--- config.mk ---
export PLATFORM = sky130hd
export DESIGN_NAME = wb_boot_arbiter
export DESIGN_NICKNAME = d
export VERILOG_FILES = /design/src/rtl/wb_boot_arbiter.sv
export SDC_FILE = /design/constraint.sdc
export NUM_CORES = 1
export LEC_CHECK = 0
export CAP_MARGIN = 20
export CORE_AREA = 2 2 131 133
export DETAILED_ROUTE_END_ITERATION = 10
export DIE_AREA = 0 0 133 135
export SETUP_SLACK_MARGIN = 0.05
export SYNTH_ARGS = -nofsm -noshare
export SYNTH_HDL_FRONTEND = slang
export SYNTH_SLANG_ARGS = --single-unit
--- constraint.sdc ---
create_clock -name wb_clk -period 4 [get_ports wb_clk]
set_input_delay 0.8 -clock wb_clk [delete_from_list [all_inputs] [get_ports wb_clk]]
set_output_delay 0.8 -clock wb_clk [all_outputs]
set_load 0.1 [all_outputs]
--- src/rtl/wb_boot_arbiter.sv ---
// Two-master Wishbone arbiter: bootloader (m0) / CPU (m1).
// Boot-mode lockout, round-robin on ties, wait-state timeout abort.
module wb_boot_arbiter #(
  parameter int WB_DATA = 32,
  parameter int TIMEOUT = 255
) (
  input  logic                 wb_clk,
  input  logic                 rst,
  input  logic                 boot_mode,

  input  logic                 m0_cyc_i,
  input  logic                 m0_stb_i,
  input  logic                 m0_we_i,
  input  logic [WB_DATA-1:0]   m0_adr_i,
  input  logic [WB_DATA-1:0]   m0_dat_i,
  input  logic [WB_DATA/8-1:0] m0_sel_i,
  input  logic [2:0]           m0_cti_i,
  input  logic [1:0]           m0_bte_i,
  output logic                 m0_ack_o,
  output logic                 m0_err_o,
  output logic                 m0_rty_o,
  output logic [WB_DATA-1:0]   m0_dat_o,

  input  logic                 m1_cyc_i,
  input  logic                 m1_stb_i,
  input  logic                 m1_we_i,
  input  logic [WB_DATA-1:0]   m1_adr_i,
  input  logic [WB_DATA-1:0]   m1_dat_i,
  input  logic [WB_DATA/8-1:0] m1_sel_i,
  input  logic [2:0]           m1_cti_i,
  input  logic [1:0]           m1_bte_i,
  output logic                 m1_ack_o,
  output logic                 m1_err_o,
  output logic                 m1_rty_o,
  output logic [WB_DATA-1:0]   m1_dat_o,

  output logic                 s_cyc_o,
  output logic                 s_stb_o,
  output logic                 s_we_o,
  output logic [WB_DATA-1:0]   s_adr_o,
  output logic [WB_DATA-1:0]   s_dat_o,
  output logic [WB_DATA/8-1:0] s_sel_o,
  output logic [2:0]           s_cti_o,
  output logic [1:0]           s_bte_o,
  input  logic                 s_ack_i,
  input  logic                 s_err_i,
  input  logic                 s_rty_i,
  input  logic [WB_DATA-1:0]   s_dat_i,

  output logic [1:0]           grant,
  output logic                 timeout_err
);

  typedef enum logic [1:0] {
    IDLE     = 2'd0,
    GRANT_M0 = 2'd1,
    GRANT_M1 = 2'd2,
    ABORT    = 2'd3
  } state_e;

  localparam logic [15:0] TMO = 16'(TIMEOUT);

  state_e      state_q, state_d;
  logic        last_q, last_d;
  logic [15:0] cnt_q, cnt_d;
  logic        first_q, first_d;

  logic resp;
  logic own_cyc;
  logic own_stb;

  assign resp = s_ack_i | s_err_i | s_rty_i;

  // last_q tracks the owner while granted or aborting
  assign own_cyc = last_q ? m1_cyc_i : m0_cyc_i;
  assign own_stb = last_q ? m1_stb_i : m0_stb_i;

  always_ff @(posedge wb_clk) begin
    if (rst) begin
      state_q <= IDLE;
      last_q  <= 1'b1;
      cnt_q   <= '0;
      first_q <= 1'b0;
    end else begin
      state_q <= state_d;
      last_q  <= last_d;
      cnt_q   <= cnt_d;
      first_q <= first_d;
    end
  end

  always_comb begin
    state_d = state_q;
    last_d  = last_q;
    cnt_d   = cnt_q;
    first_d = 1'b0;
    unique case (state_q)
      IDLE: begin
        cnt_d = '0;
        if (m0_cyc_i &&
            (boot_mode || !m1_cyc_i || last_q)) begin
          state_d = GRANT_M0;
          last_d  = 1'b0;
        end else if (m1_cyc_i && !boot_mode) begin
          state_d = GRANT_M1;
          last_d  = 1'b1;
        end
      end
      GRANT_M0,
      GRANT_M1: begin
        if (!own_cyc) begin
          state_d = IDLE;
          cnt_d   = '0;
        end else if (resp) begin
          cnt_d = '0;
        end else if (cnt_q >= TMO) begin
          state_d = ABORT;
          first_d = 1'b1;
          cnt_d   = '0;
        end else if (own_stb) begin
          cnt_d = cnt_q + 16'd1;
        end
      end
      ABORT: begin
        cnt_d = '0;
        if (!own_cyc) begin
          state_d = IDLE;
        end
      end
      default: begin
        state_d = IDLE;
        cnt_d   = '0;
      end
    endcase
  end

  logic sel0, sel1, abrt;

  assign sel0 = (state_q == GRANT_M0);
  assign sel1 = (state_q == GRANT_M1);
  assign abrt = (state_q == ABORT);

  always_comb begin
    s_cyc_o     = 1'b0;
    s_stb_o     = 1'b0;
    s_we_o      = 1'b0;
    s_adr_o     = '0;
    s_dat_o     = '0;
    s_sel_o     = '0;
    s_cti_o     = '0;
    s_bte_o     = '0;
    m0_ack_o    = 1'b0;
    m0_err_o    = 1'b0;
    m0_rty_o    = 1'b0;
    m0_dat_o    = '0;
    m1_ack_o    = 1'b0;
    m1_err_o    = 1'b0;
    m1_rty_o    = 1'b0;
    m1_dat_o    = '0;
    grant       = 2'b00;
    timeout_err = 1'b0;
    unique case (1'b1)
      sel0: begin
        grant    = 2'b01;
        s_cyc_o  = m0_cyc_i;
        s_stb_o  = m0_stb_i;
        s_we_o   = m0_we_i;
        s_adr_o  = m0_adr_i;
        s_dat_o  = m0_dat_i;
        s_sel_o  = m0_sel_i;
        s_cti_o  = m0_cti_i;
        s_bte_o  = m0_bte_i;
        m0_ack_o = s_ack_i;
        m0_err_o = s_err_i;
        m0_rty_o = s_rty_i;
        m0_dat_o = s_dat_i;
      end
      sel1: begin
        grant    = 2'b10;
        s_cyc_o  = m1_cyc_i;
        s_stb_o  = m1_stb_i;
        s_we_o   = m1_we_i;
        s_adr_o  = m1_adr_i;
        s_dat_o  = m1_dat_i;
        s_sel_o  = m1_sel_i;
        s_cti_o  = m1_cti_i;
        s_bte_o  = m1_bte_i;
        m1_ack_o = s_ack_i;
        m1_err_o = s_err_i;
        m1_rty_o = s_rty_i;
        m1_dat_o = s_dat_i;
      end
      abrt: begin
        grant       = last_q ? 2'b10 : 2'b01;
        timeout_err = first_q;
        m0_err_o    = first_q & ~last_q;
        m1_err_o    = first_q & last_q;
      end
      default: ;
    endcase
  end

endmodule

* Word-level counts from Yosys, hierarchy flattened
Index checks and enable logic that the tools add are counted.
** Cells by class
- Add/sub/neg operators :: 1
- Multiply operators :: 0
- Div/mod/pow operators :: 0
- Magnitude comparators :: 1
- Eq/ne operators :: 8
- Shifts and indexed selects :: 0
- Mux-type cells :: 36
- Bitwise operators :: 7
- Reduce and logical (&&, ||, !) cells :: 13
** Operator list (number)
- case mux 32 bit (2 select lines) :: 2
- two-way mux 16 bit :: 4
- two-way mux 32 bit :: 2
- case mux 16 bit (2 select lines) :: 1
- adder 16 x 1 -> 16 bit, second input constant :: 1
- greater-or-equal comparator 16 x 8 -> 1 bit, second input constant :: 1
- two-way mux 2 bit :: 7
- case mux 2 bit (3 select lines) :: 2
- two-way mux 1 bit :: 10
- case mux 1 bit (2 select lines) :: 5
- inequality test 3 bit, second input constant :: 3
- case mux 4 bit (2 select lines) :: 1
- case mux 3 bit (2 select lines) :: 1
- inequality test 5 bit, second input constant :: 1
- == test 2 bit, second input constant :: 2
- case mux 2 bit (2 select lines) :: 1
- AND reduction 4 bit :: 1
- OR reduction 2 bit :: 2
- OR reduction 4 bit :: 1
- inverter 1 bit :: 3
- AND 1 bit :: 2
- == test 2 x 1 -> 1 bit, second input constant :: 1
- logical AND 1 bit :: 2
- logical NOT 1 bit :: 2
- 6 further kinds :: 8
** Word-level totals
- Bits in registers :: 20
- Latch bits :: 0
- Memory bits (writable) :: 0
- Bits in read-only memories :: 0
- Input port bits :: 190
- Output and inout port bits :: 149
- Word-level logic and storage cells :: 70
- Memories :: 0

* Logic depth before layout (Yosys ltp)
Gate-level depths: netlist of the first run.
- Word-level depth :: 6
- Mapped depth :: 6
- Depth with buffers taken out :: 6

* Worst setup path after synthesis of the first run
OpenSTA, ideal clock, no wires.
- Path kind :: register -> output
- Start :: reg state_q[1]
- End :: out m0_err_o
- Arrival :: 2.768 ns
- Data required time :: 3.200 ns
- Setup slack :: 0.432 ns
- Stages on the path, launching flop included :: 4
- Buffers on the path :: 0
- Cell sequence :: dfxtp_1 ha_1 nand2_1 o21ai_0
** On the way
- Word-level cells in the longest chain between the ends :: 2
- Elaborated cells on any way between the ends :: 3
- Classes of those cells :: eq/ne (2); mux (1)
** Ends and longest elaborated chain
- start, declared :: RTL line 63 : state_e state_q, state_d;
- start signal, assigned :: RTL line 85 : state_q <= state_d;
- == test 2 bit / == test 2 x 1 -> 1 bit (equally long branches) :: RTL line 141, 139
- case mux 1 bit (2 select lines) * :: RTL line 162 : unique case (1'b1)
- end, declared :: RTL line 20 : output logic m0_err_o,
Mark *: on every way between the ends. The rest lies on a longest branch, timed or not.

* Worst setup path in the final report of the first run
- Start :: reg state_q[0]
- End :: out s_adr_o[10]
** On the way
- Word-level cells in the longest chain between the ends :: 2
- Elaborated cells on any way between the ends :: 3
- Classes of those cells :: eq/ne (2); mux (1)
** Ends and longest elaborated chain
- == test 2 bit / == test 2 x 1 -> 1 bit (equally long branches) :: RTL line 140, 139
- case mux 32 bit (2 select lines) * :: RTL line 162
- end, declared :: RTL line 40 : output logic [WB_DATA-1:0] s_adr_o,
Marks and branches as above.

==> results of run 1 <==
[worst min path at each step]
| stage | to | slack [ps] | depth (start not counted) |
|---|---|---|---|
| floorplan | cnt_q[1] | 450 | 2 |
| global placement | cnt_q[1] | 460 | 2 |
| detailed placement | cnt_q[1] | 470 | 2 |
| CTS | cnt_q[1] | 480 | 2 |
| global route | cnt_q[6] | 510 | 2 |
| finish | cnt_q[1] | 470 | 2 |
[layout by cell type (no fill, tap or decap), drive strengths merged, types with 2 or more instances in the layout]
cell type / Yosys / routed
conb: 1 / 8
o21ai: 4 / 4
nand2: 9 / 9
inv: 4 / 5
xnor2: 2 / 2
nor2: 80 / 80
nor3: 4 / 4
or4: 2 / 2
buf: 10 / 153
mux2i: 3 / 3
nor4: 3 / 3
nand3: 7 / 7
dfxtp: 20 / 20
clkbuf: 25 / 3
nand3b: 3 / 3
o31ai: 2 / 2
mux2: 3 / 3
a21oi: 7 / 7
or3: 3 / 3
and2: 68 / 68
a22oi: 76 / 76
clkdlybuf4s50: 0 / 189
nand2b: 2 / 2
ha: 5 / 5
[power breakdown]
group / internal (µW) / leakage (µW) / total [µW] / switching (µW)
sequential: 213 / 0.000165 / 239 / 25.9
combinational: 801 / 0.00216 / 3400 / 2600
clock: 198 / 0.0000511 / 270 / 72.0
total: 1210 / 0.00238 / 3910 / 2700
[critical path: stages, from the launching register on]
cell	delay (ps)
dfxtp_1	430
inv_1	150
ha_1	410
inv_2	450
buf_12	310
nor2_1	90
buf_4	240
[sequential cells by signal, indices dropped and copies added (netlist names)]
name     flops
cnt_q       16
state_q      2
first_q      1
last_q       1
[metrics by stage]
step / hold WS (ps) / instance area (µm²) / cells / total power (µW)
3_3_place_gp: 463 / 5690 / 893 / 3670
2_1_floorplan: 446 / 2460 / 366 / 2830
6_report: 473 / 5790 / 897 / 3910
4_1_cts: 480 / 5790 / 897 / 3940
5_1_grt: 507 / 5790 / 897 / 4070
3_5_place_dp: 471 / 5690 / 893 / 3660
[kinds of logic (layout without fill, tap and decap cells)]
kind of cell	Yosys count	count (layout)	synth area share, %
adders and majority gates	5	5	2.57
DFF	20	20	16.5
AOI/OAI and AO/OA	99	99	30.0
other	1	8	0.154
buffers and inverters	40	351	6.80
xor gates and xnor gates	2	2	0.721
and+or+nand+nor	186	186	39.7
muxes	6	6	3.60
[final cells by class]
| type | instances | area, µm² |
|---|---|---|
| fillers | 1703 | 10600 |
| repair buffers | 342 | 3080 |
| multi-input cells | 306 | 1920 |
| flip-flops and latches | 20 | 400 |
| well taps | 220 | 275 |
| clock buffers | 3 | 75.1 |
| clock inverters | 1 | 30.0 |
| inverters | 5 | 18.8 |
[layer usage]
layer | up-vias | track usage, %
met2 | 188 | 24.0
li1 | 1902 | -
met5 | - | 0
met4 | 0 | 2.39
met1 | 1707 | 16.5
met3 | 12 | 2.03
==> qor.txt, run 1 <==
=====================================================================================
DRC violation count after routing                                                   0
Distinct cell type count after synthesis                                           44
Number of synthesized flops with an enable pin                                      0
Unrepaired setup endpoints after global routing                                 false
Static leakage                                                             0.00238 µW
Clock tree from TritonCTS                                                       built
Wirelength, routed                                                           13200 µm
Die extent in y                                                                135 µm
Max-slew violation count                                                            0
Final worst setup slack                                                        820 ps
Area grow syn2layout                                                             138%
Final Hold Vio Count                                                                0
Global-route wire length before repair                                       19400 µm
FF+latch count, synth                                                              20
Share of the core filled with cells in the final layout                         35.3%
Met1 layer wirelength in the final routing                                    5400 µm
Synth top area share                                                            23.5%
Number of vias after detailed routing                                            3809
Total number of placement rows                                                     47
Total GRT Usage                                                                 13.1%
DR iter-0 viols                                                                   173
Via count of the first global-routing pass                                       3634
Pin count of the biggest net entering global routing                               68
Clock latency reported for the late side of the worst-skew pair                250 ps
Placeable core area                                                         16400 µm²
Critical Setup Path Class                                                     reg2out
Half-perimeter wire length of the detailed placement result                  10700 µm
Status                                                                   finished clean
Total Negative Setup Slacks                                                      0 ps
Worst min-delay path class                                                    reg2reg
Max frequency                                                                 314 MHz
Most used standard cells in the synthesized netlist                      80 x nor2_1, 76 x a22oi_1, 68 x and2_1
DR WL/cell                                                                    14.7 µm
Slew HR                                                                         56.4%
Most numerous cell in the Yosys netlist                                        nor2_1
Met3 WL                                                                        933 µm
Required @ worst endpoint                                                     3200 ps
GR Overflow Total                                                                   0
Type of destination of the critical path                                   output pin
Ant diodes                                                                          0
Post-synthesis cell count                                                         359
Launch instance of the worst register-to-register path                     state_q[0]
Arr. time, crit path                                                          2380 ps
Initial antenna violation count                                                     0
Critical path startpoint category                                           flip-flop
Dominant cells by area after synthesis                                   a22oi_1 23%, and2_1 18%, dfxtp_1 16%, nor2_1 12%, clkbuf_1 3.9%
Io pins                                                                           339
Post-CTS Setup Bufs                                                                 0
Number of antenna-violating nets in the routed design                               0
Power density relative to cell area                                        675 nW/µm²
Largest voltage drop on the vdd net                                          0.304 mV
Destination of the critical timing path                                   s_adr_o[10]
Clk Tree Root Cell                                                          clkbuf_16
Top Metal Used                                                                   met4
Final worst clock skew                                                        1.47 ps
Clock sinks                                                                        20
Warning count from the yosys run                                                    0
Post-synthesis cell area                                                     2430 µm²
Initial standard-cell utilization of the core                                   14.8%
Worst setup path startpoint                                                state_q[0]
Total length of routed met2 wires                                             6710 µm
# port buffers                                                                    338
Post-route clock period utilization                                             79.5%
Post-synthesis average cell area                                             6.77 µm²
Layout cell share with drive strength beyond 1                                  25.0%
Clock-pin slew of the registers on the worst-case setup and hold paths          50 ps
Setup slack of the most critical reg-to-reg path                              1420 ps
Number of nets at the end of the flow                                             873
Post-CTS Hold Buffers                                                               0
Worst setup slack before clock tree synthesis                                 1070 ps
Share of the yosys chip area belonging to registers                             16.5%
Full die area                                                               18000 µm²
Path depth of the worst reg2reg path                                                7
Capture instance of the worst register-to-register path                      cnt_q[7]
Launch instance of the worst min-delay path                                  cnt_q[1]
Cell taking the most area after synthesis                                     a22oi_1
Via density per instance                                                         4.25
Number of maximum-capacitance violations                                            0
Post_cts resized                                                                    0
Max clock buf depth                                                                 2
Setup violators final                                                               0
Slew at the pin closest to its max-slew limit                                  653 ps
Final worst path period need                                                  3180 ps
Post-synth top flop                                                           dfxtp_1
Chip width                                                                     133 µm
Final weighted congestion of routability-driven global placement                0.765
TritonRoute pass-1 iters                                                            4
Highest fanout seen on the critical path                                           47
Number of buffers created by CTS                                                    3
Maximum level of the CTS H-tree                                                     1
Async S/R FF share, synth                                                          0%
=====================================================================================
Power figures use the tool's default switching activity.
==> inputs of run 2 (changes only) <==
- CORE_AREA: 2 2 131 133 -> 2 2 132 134
- DIE_AREA: 0 0 133 135 -> 0 0 134 136
- clock period: 4 -> 3.1 ns (I/O delays scaled with it)
==> run 2 against run 1 <==
  * Critical path depth is the same
  * Highest routed layer unchanged
  * Non-clock buffer count grew 7
  * Clock power rose by 31%
  * Worst hold slack gained 2.7 ps
  * First-iteration DRC count shrank 0.58%
  * Critical path type unchanged
  * Worst setup slack got worse by 580 ps
  * Via count grew 1.3%
  * Routed wire length grew 15%
  * Combinational power up 56%
  * Final cell count rose by 1.4%
  * Sequential power rose by 30%
  * Total power grew 53%
==> qor.txt, run 2 (synthesis results as in run 1) <==
=====================================================================================
Status                                                                   finished clean
Final Hold Vio Count                                                                0
Arr. time, crit path                                                          2240 ps
Clock-pin slew of the registers on the worst-case setup and hold paths          60 ps
Largest registers                                                        cnt_q x16, state_q x2
DR iter-0 viols                                                                   172
Overall Power                                                                 5970 µW
Cell chain of the critical path                                          inv_1 > ha_2 > clkinv_4 > buf_4 > nor2_1 > buf_12
Slew at the pin closest to its max-slew limit                                  635 ps
Number of maximum-capacitance violations                                            0
Number of buffer and inverter stages on the critical path                           4
Io pins                                                                           339
Final Instance Area                                                          7330 µm²
Clock tree from TritonCTS                                                       built
Most frequent standard cell in the layout excluding fill and tap cells   clkdlybuf4s50_1
Count of filler cells inserted in the layout                                     1592
Clock sinks                                                                        20
Launch instance of the worst register-to-register path                     state_q[1]
Global-route wire length before repair                                       22000 µm
Number of gates on the worst path with buffers counted                              6
Full die area                                                               18200 µm²
Setup slack of the most critical reg-to-reg path                               730 ps
Final weighted congestion of routability-driven global placement                0.776
Number of antenna-violating nets in the routed design                               0
Post-route clock period utilization                                             92.1%
Number of vias after detailed routing                                            3860
Slew HR                                                                         57.6%
Maximum level of the CTS H-tree                                                     1
Initial standard-cell utilization of the core                                   14.4%
# port buffers                                                                    338
Pin count of the biggest net entering global routing                               46
Final worst clock skew                                                        2.34 ps
Max-slew violation count                                                            0
Cell area reported after detailed placement                                  7210 µm²
Initial antenna violation count                                                     1
Delay contributed by the slowest stage of the critical path                    450 ps
GR Overflow Total                                                                   0
Required @ worst endpoint                                                     2480 ps
Highest fanout seen on the critical path                                           28
Worst min-delay path class                                                    reg2reg
TritonRoute pass-1 iters                                                            4
Destination of the critical timing path                                   s_dat_o[15]
Most flops, register                                                            cnt_q
Die extent in y                                                                136 µm
Total number of placement rows                                                     48
Capture instance of the worst register-to-register path                    state_q[0]
Chip width                                                                     134 µm
Largest voltage drop on the vdd net                                          0.323 mV
Final worst path period need                                                  2860 ps
Max frequency                                                                 350 MHz
Worst setup path startpoint                                                state_q[1]
Unrepaired setup endpoints after global routing                                 false
Setup violators final                                                               0
Half-perimeter wire length of the detailed placement result                  12800 µm
Critical path startpoint category                                           flip-flop
DRC violation count after routing                                                   0
Post-CTS Setup Bufs                                                                 0
Wirelength, routed                                                           15100 µm
Commonest non-fill, non-tap cells in the layout                          189 x clkdlybuf4s50_1, 114 x buf_12, 76 x a22oi_1, 68 x and2_1, 50 x nor2_1
Power density relative to cell area                                        814 nW/µm²
Launch instance of the worst min-delay path                                  cnt_q[1]
Critical Setup Path Class                                                     reg2out
Max reg flops                                                                      16
Clk Tree Root Cell                                                          clkbuf_16
Post-CTS Hold Buffers                                                               0
Number of buffers created by CTS                                                    3
Static leakage                                                             0.00272 µW
Worst path slowest cell                                                       dfxtp_1
Type of destination of the critical path                                   output pin
Gate family responsible for the most delay along the worst path          buffers and inverters
Max clock buf depth                                                                 2
Total GRT Usage                                                                 15.2%
Area grow syn2layout                                                             201%
Layout cell share with drive strength beyond 1                                  30.3%
Path depth of the worst reg2reg path                                                6
Number of nets at the end of the flow                                             880
DR WL/cell                                                                    16.6 µm
Clock latency reported for the late side of the worst-skew pair                250 ps
Share of the core filled with cells in the final layout                         43.4%
Placeable core area                                                         16900 µm²
Via density per instance                                                         4.24
Via count of the first global-routing pass                                       3731
=====================================================================================
[run 2: cell count changes in the layout (fill, tap and decap cells not counted), moves of 30 or more]
cell	previous run	this run
nor2_2	0	30
nor2_1	80	50
buf_4	150	46
buf_12	3	114
[run 2: power by group]
part           internal, µW  switching (µW)  total, µW
clock                   256            98.0        354
combinational          1700            3600       5300
sequential              275            34.3        310
total                  2230            3730       5970
[run 2: area by class of cell]
type | count | area (µm²) | share of cell area, %
Clock inverter | 1 | 30.0 | 0.410
Timing Repair Buffer | 349 | 4520 | 61.7
Antenna cell | 1 | 2.50 | 0.0342
Clock buffer | 3 | 75.1 | 1.02
Multi-Input combinational cell | 306 | 1990 | 27.2
Inverter | 5 | 23.8 | 0.325
Tap cell | 225 | 282 | 3.84
Sequential cell | 20 | 400 | 5.47
[run 2: per-layer routing]
metal	global-route usage [%]	wire length, µm	up-vias
met5	0	0	-
met4	3.07	165	0
met3	3.65	1160	12
met2	27.8	7910	182
met1	17.9	5900	1754
li1	-	-	1912
[run 2: worst register-to-register path: cells and delay by family (launching register included)]
kind,cells,cell delay (ps)
fa+ha+maj,1,440
mux,1,330
compound gates,1,420
flops,1,450
buf+inv,3,620
[run 2: what timing repair did]
action / CTS / global route
endpoints found under the hold margin: 0 / 0
setup endpoints to repair: 1 / 14
cloned: 0 / 0
resized for setup: 1 / 1
[run 2: through the flow]
| stage | setup TNS [ps] | hold slack (ps) | cells | setup WS (ps) |
|---|---|---|---|---|
| after global routing | 0 | 502 | 910 | 82.5 |
| after floorplan | -11130 | 446 | 366 | -266 |
| after CTS | 0 | 478 | 909 | 182 |
| final | 0 | 476 | 910 | 245 |
| after global placement | 0 | 462 | 905 | 426 |
| after detailed placement | 0 | 469 | 905 | 315 |
[run 2: how the worst min path moves through the flow]
stage / slack [ps] / endpoint / cells after the start
finish: 480 / cnt_q[1] / 2
CTS: 480 / cnt_q[1] / 2
floorplan: 450 / cnt_q[1] / 2
global placement: 460 / cnt_q[1] / 2
detailed placement: 470 / cnt_q[1] / 2
global route: 500 / cnt_q[6] / 2
==> inputs of run 3 (changes only) <==
- CORE_AREA: 2 2 132 134 -> 8 8 124 126
- DIE_AREA: 0 0 134 136 -> 0 0 132 134
==> run 3 against run 2 <==
  * Final cell count is 5.3% lower
  * Critical path type unchanged
  * Via count is 4.1% higher
  * Sequential share of layout area is 0.25 points lower
  * Global-route usage is 4.1 points higher
==> qor.txt, run 3 (synthesis results as in run 1) <==
=====================================================================================
Status                                                                   finished clean
Half-perimeter wire length of the detailed placement result                  15900 µm
Required @ worst endpoint                                                     2480 ps
Slew at the pin closest to its max-slew limit                                  621 ps
Max clock buf depth                                                                 2
Overall Power                                                                 6210 µW
Path depth of the worst reg2reg path                                                6
Largest voltage drop on the vdd net                                          0.307 mV
Setup violators final                                                               0
Area grow syn2layout                                                             216%
Total GRT Usage                                                                 19.3%
GR Overflow Total                                                                   0
Commonest non-fill, non-tap cells in the layout                          189 x clkdlybuf4s50_1, 149 x buf_12, 76 x a22oi_1, 68 x and2_1, 50 x nor2_1
Delay contributed by the slowest stage of the critical path                    440 ps
Cell chain of the critical path                                          inv_1 > ha_1 > clkinv_2 > buf_4 > nor2_1 > buf_12
Number of buffers created by CTS                                                    3
# port buffers                                                                    338
Layout cell share with drive strength beyond 1                                  29.7%
Number of nets at the end of the flow                                             876
Capture instance of the worst register-to-register path                    state_q[0]
Global-route wire length before repair                                       26800 µm
Max reg flops                                                                      16
DR iter-0 viols                                                                   197
Post-route clock period utilization                                             91.2%
Number of antenna-violating nets in the routed design                               0
Setup slack of the most critical reg-to-reg path                               880 ps
Hold Path Sink                                                               cnt_q[1]
DRC violation count after routing                                                   0
Launch instance of the worst min-delay path                                  cnt_q[1]
Full die area                                                               17700 µm²
Final Instance Area                                                          7670 µm²
Top Metal Used                                                                   met4
Most frequent standard cell in the layout excluding fill and tap cells   clkdlybuf4s50_1
Met3 WL                                                                       1650 µm
Max-slew violation count                                                            0
Placeable core area                                                         13500 µm²
Static leakage                                                             0.00281 µW
Arr. time, crit path                                                          2210 ps
Number of buffer and inverter stages on the critical path                           4
Met1 layer wirelength in the final routing                                    6760 µm
Final worst path period need                                                  2830 ps
Clock tree from TritonCTS                                                       built
Post-CTS Hold Buffers                                                               0
Via density per instance                                                         4.66
Largest registers                                                        cnt_q x16, state_q x2
Launch instance of the worst register-to-register path                     state_q[0]
Highest fanout seen on the critical path                                           40
Wirelength, routed                                                           18400 µm
Critical Setup Path Class                                                     reg2out
Clock-pin slew of the registers on the worst-case setup and hold paths          60 ps
Post_cts resized                                                                    0
DR WL/cell                                                                    21.3 µm
Via count of the first global-routing pass                                       4121
Gate family responsible for the most delay along the worst path          buffers and inverters
Cell area reported after detailed placement                                  7560 µm²
Worst path slowest cell                                                       dfxtp_1
Post-CTS Setup Bufs                                                                 0
Clk Tree Root Cell                                                          clkbuf_16
Initial antenna violation count                                                     1
Slew HR                                                                         58.5%
Initial standard-cell utilization of the core                                   18.0%
Unrepaired setup endpoints after global routing                                 false
Most flops, register                                                            cnt_q
TritonRoute pass-1 iters                                                            4
Io pins                                                                           339
Worst min-delay path class                                                    reg2reg
Critical path startpoint category                                           flip-flop
Final weighted congestion of routability-driven global placement                0.889
Pin count of the biggest net entering global routing                               71
Clock sinks                                                                        20
Final worst clock skew                                                        3.27 ps
Max frequency                                                                 354 MHz
Power density relative to cell area                                        809 nW/µm²
Number of maximum-capacitance violations                                            0
Total number of placement rows                                                     43
Worst Hold Path Cells                                                               2
Clock latency reported for the late side of the worst-skew pair                250 ps
Chip width                                                                     132 µm
Maximum level of the CTS H-tree                                                     1
Count of filler cells inserted in the layout                                     1186
Total length of routed met2 wires                                             9790 µm
Number of vias after detailed routing                                            4018
Type of destination of the critical path                                   output pin
Die extent in y                                                                134 µm
Final Hold Vio Count                                                                0
=====================================================================================
==> run 3: cell count changes in the layout (fill, tap and decap cells not counted), sizes merged <==
| cell | previous run | this run |
|---|---|---|
| buf | 160 | 156 |
| diode | 1 | 2 |
==> run 3: final cells by class <==
cell class              instances  area [µm²]  area share [%]
clock buffers                   3        75.1           0.978
well taps                     180         225            2.93
multi-input cells             306        1990            25.9
flip-flops and latches         20         400            5.22
repair buffers                345        4930            64.2
inverters                       5        20.0           0.261
diodes                          2        5.00          0.0652
clock inverters                 1        30.0           0.391
==> run 3: how the worst max path moves through the flow <==
stage / depth (start not counted) / start / slack (ps) / end
final: 6 / state_q[0] / 270 / s_dat_o[6]
after global routing: 6 / state_q[0] / 160 / s_dat_o[6]
after CTS: 6 / state_q[0] / 290 / s_bte_o[0]
after detailed placement: 6 / state_q[0] / 580 / s_dat_o[6]
after global placement: 6 / state_q[0] / 670 / s_dat_o[4]
after floorplan: 6 / state_q[0] / -270 / s_adr_o[0]
==> run 3: through the flow <==
step	hold WS [ps]	TNS (ps)	worst slack [ps]	std cells	utilization [%]
4_1_cts	482	0	292	860	56.8
3_5_place_dp	474	0	582	856	56.0
3_3_place_gp	460	0	670	856	56.0
6_report	484	0	273	862	56.8
5_1_grt	508	0	165	861	56.8
2_1_floorplan	446	-11130	-266	366	-
==> run 3: where the power goes <==
| part | internal (µW) | total, µW | switching, µW | leakage [µW] |
|---|---|---|---|---|
| registers | 275 | 308 | 32.8 | 0.000165 |
| logic | 1870 | 5550 | 3680 | 0.00259 |
| clock network | 256 | 357 | 101 | 0.0000511 |
| total | 2400 | 6210 | 3810 | 0.00281 |
==> run 3: worst reg2reg max path, delay by kind of cell (launching register included) <==
family | cells | cell delay (ps)
AOI/OAI and AO/OA | 1 | 430
adders and majority gates | 1 | 440
buffers and inverters | 3 | 470
DFF | 1 | 440
muxes | 1 | 330
==> run 3: layer usage <==
| metal | global-route usage (%) | up-vias |
|---|---|---|
| li1 | - | 1910 |
| met1 | 20.6 | 1879 |
| met2 | 36.7 | 215 |
| met3 | 6.28 | 14 |
| met4 | 2.62 | 0 |
| met5 | 0 | - |
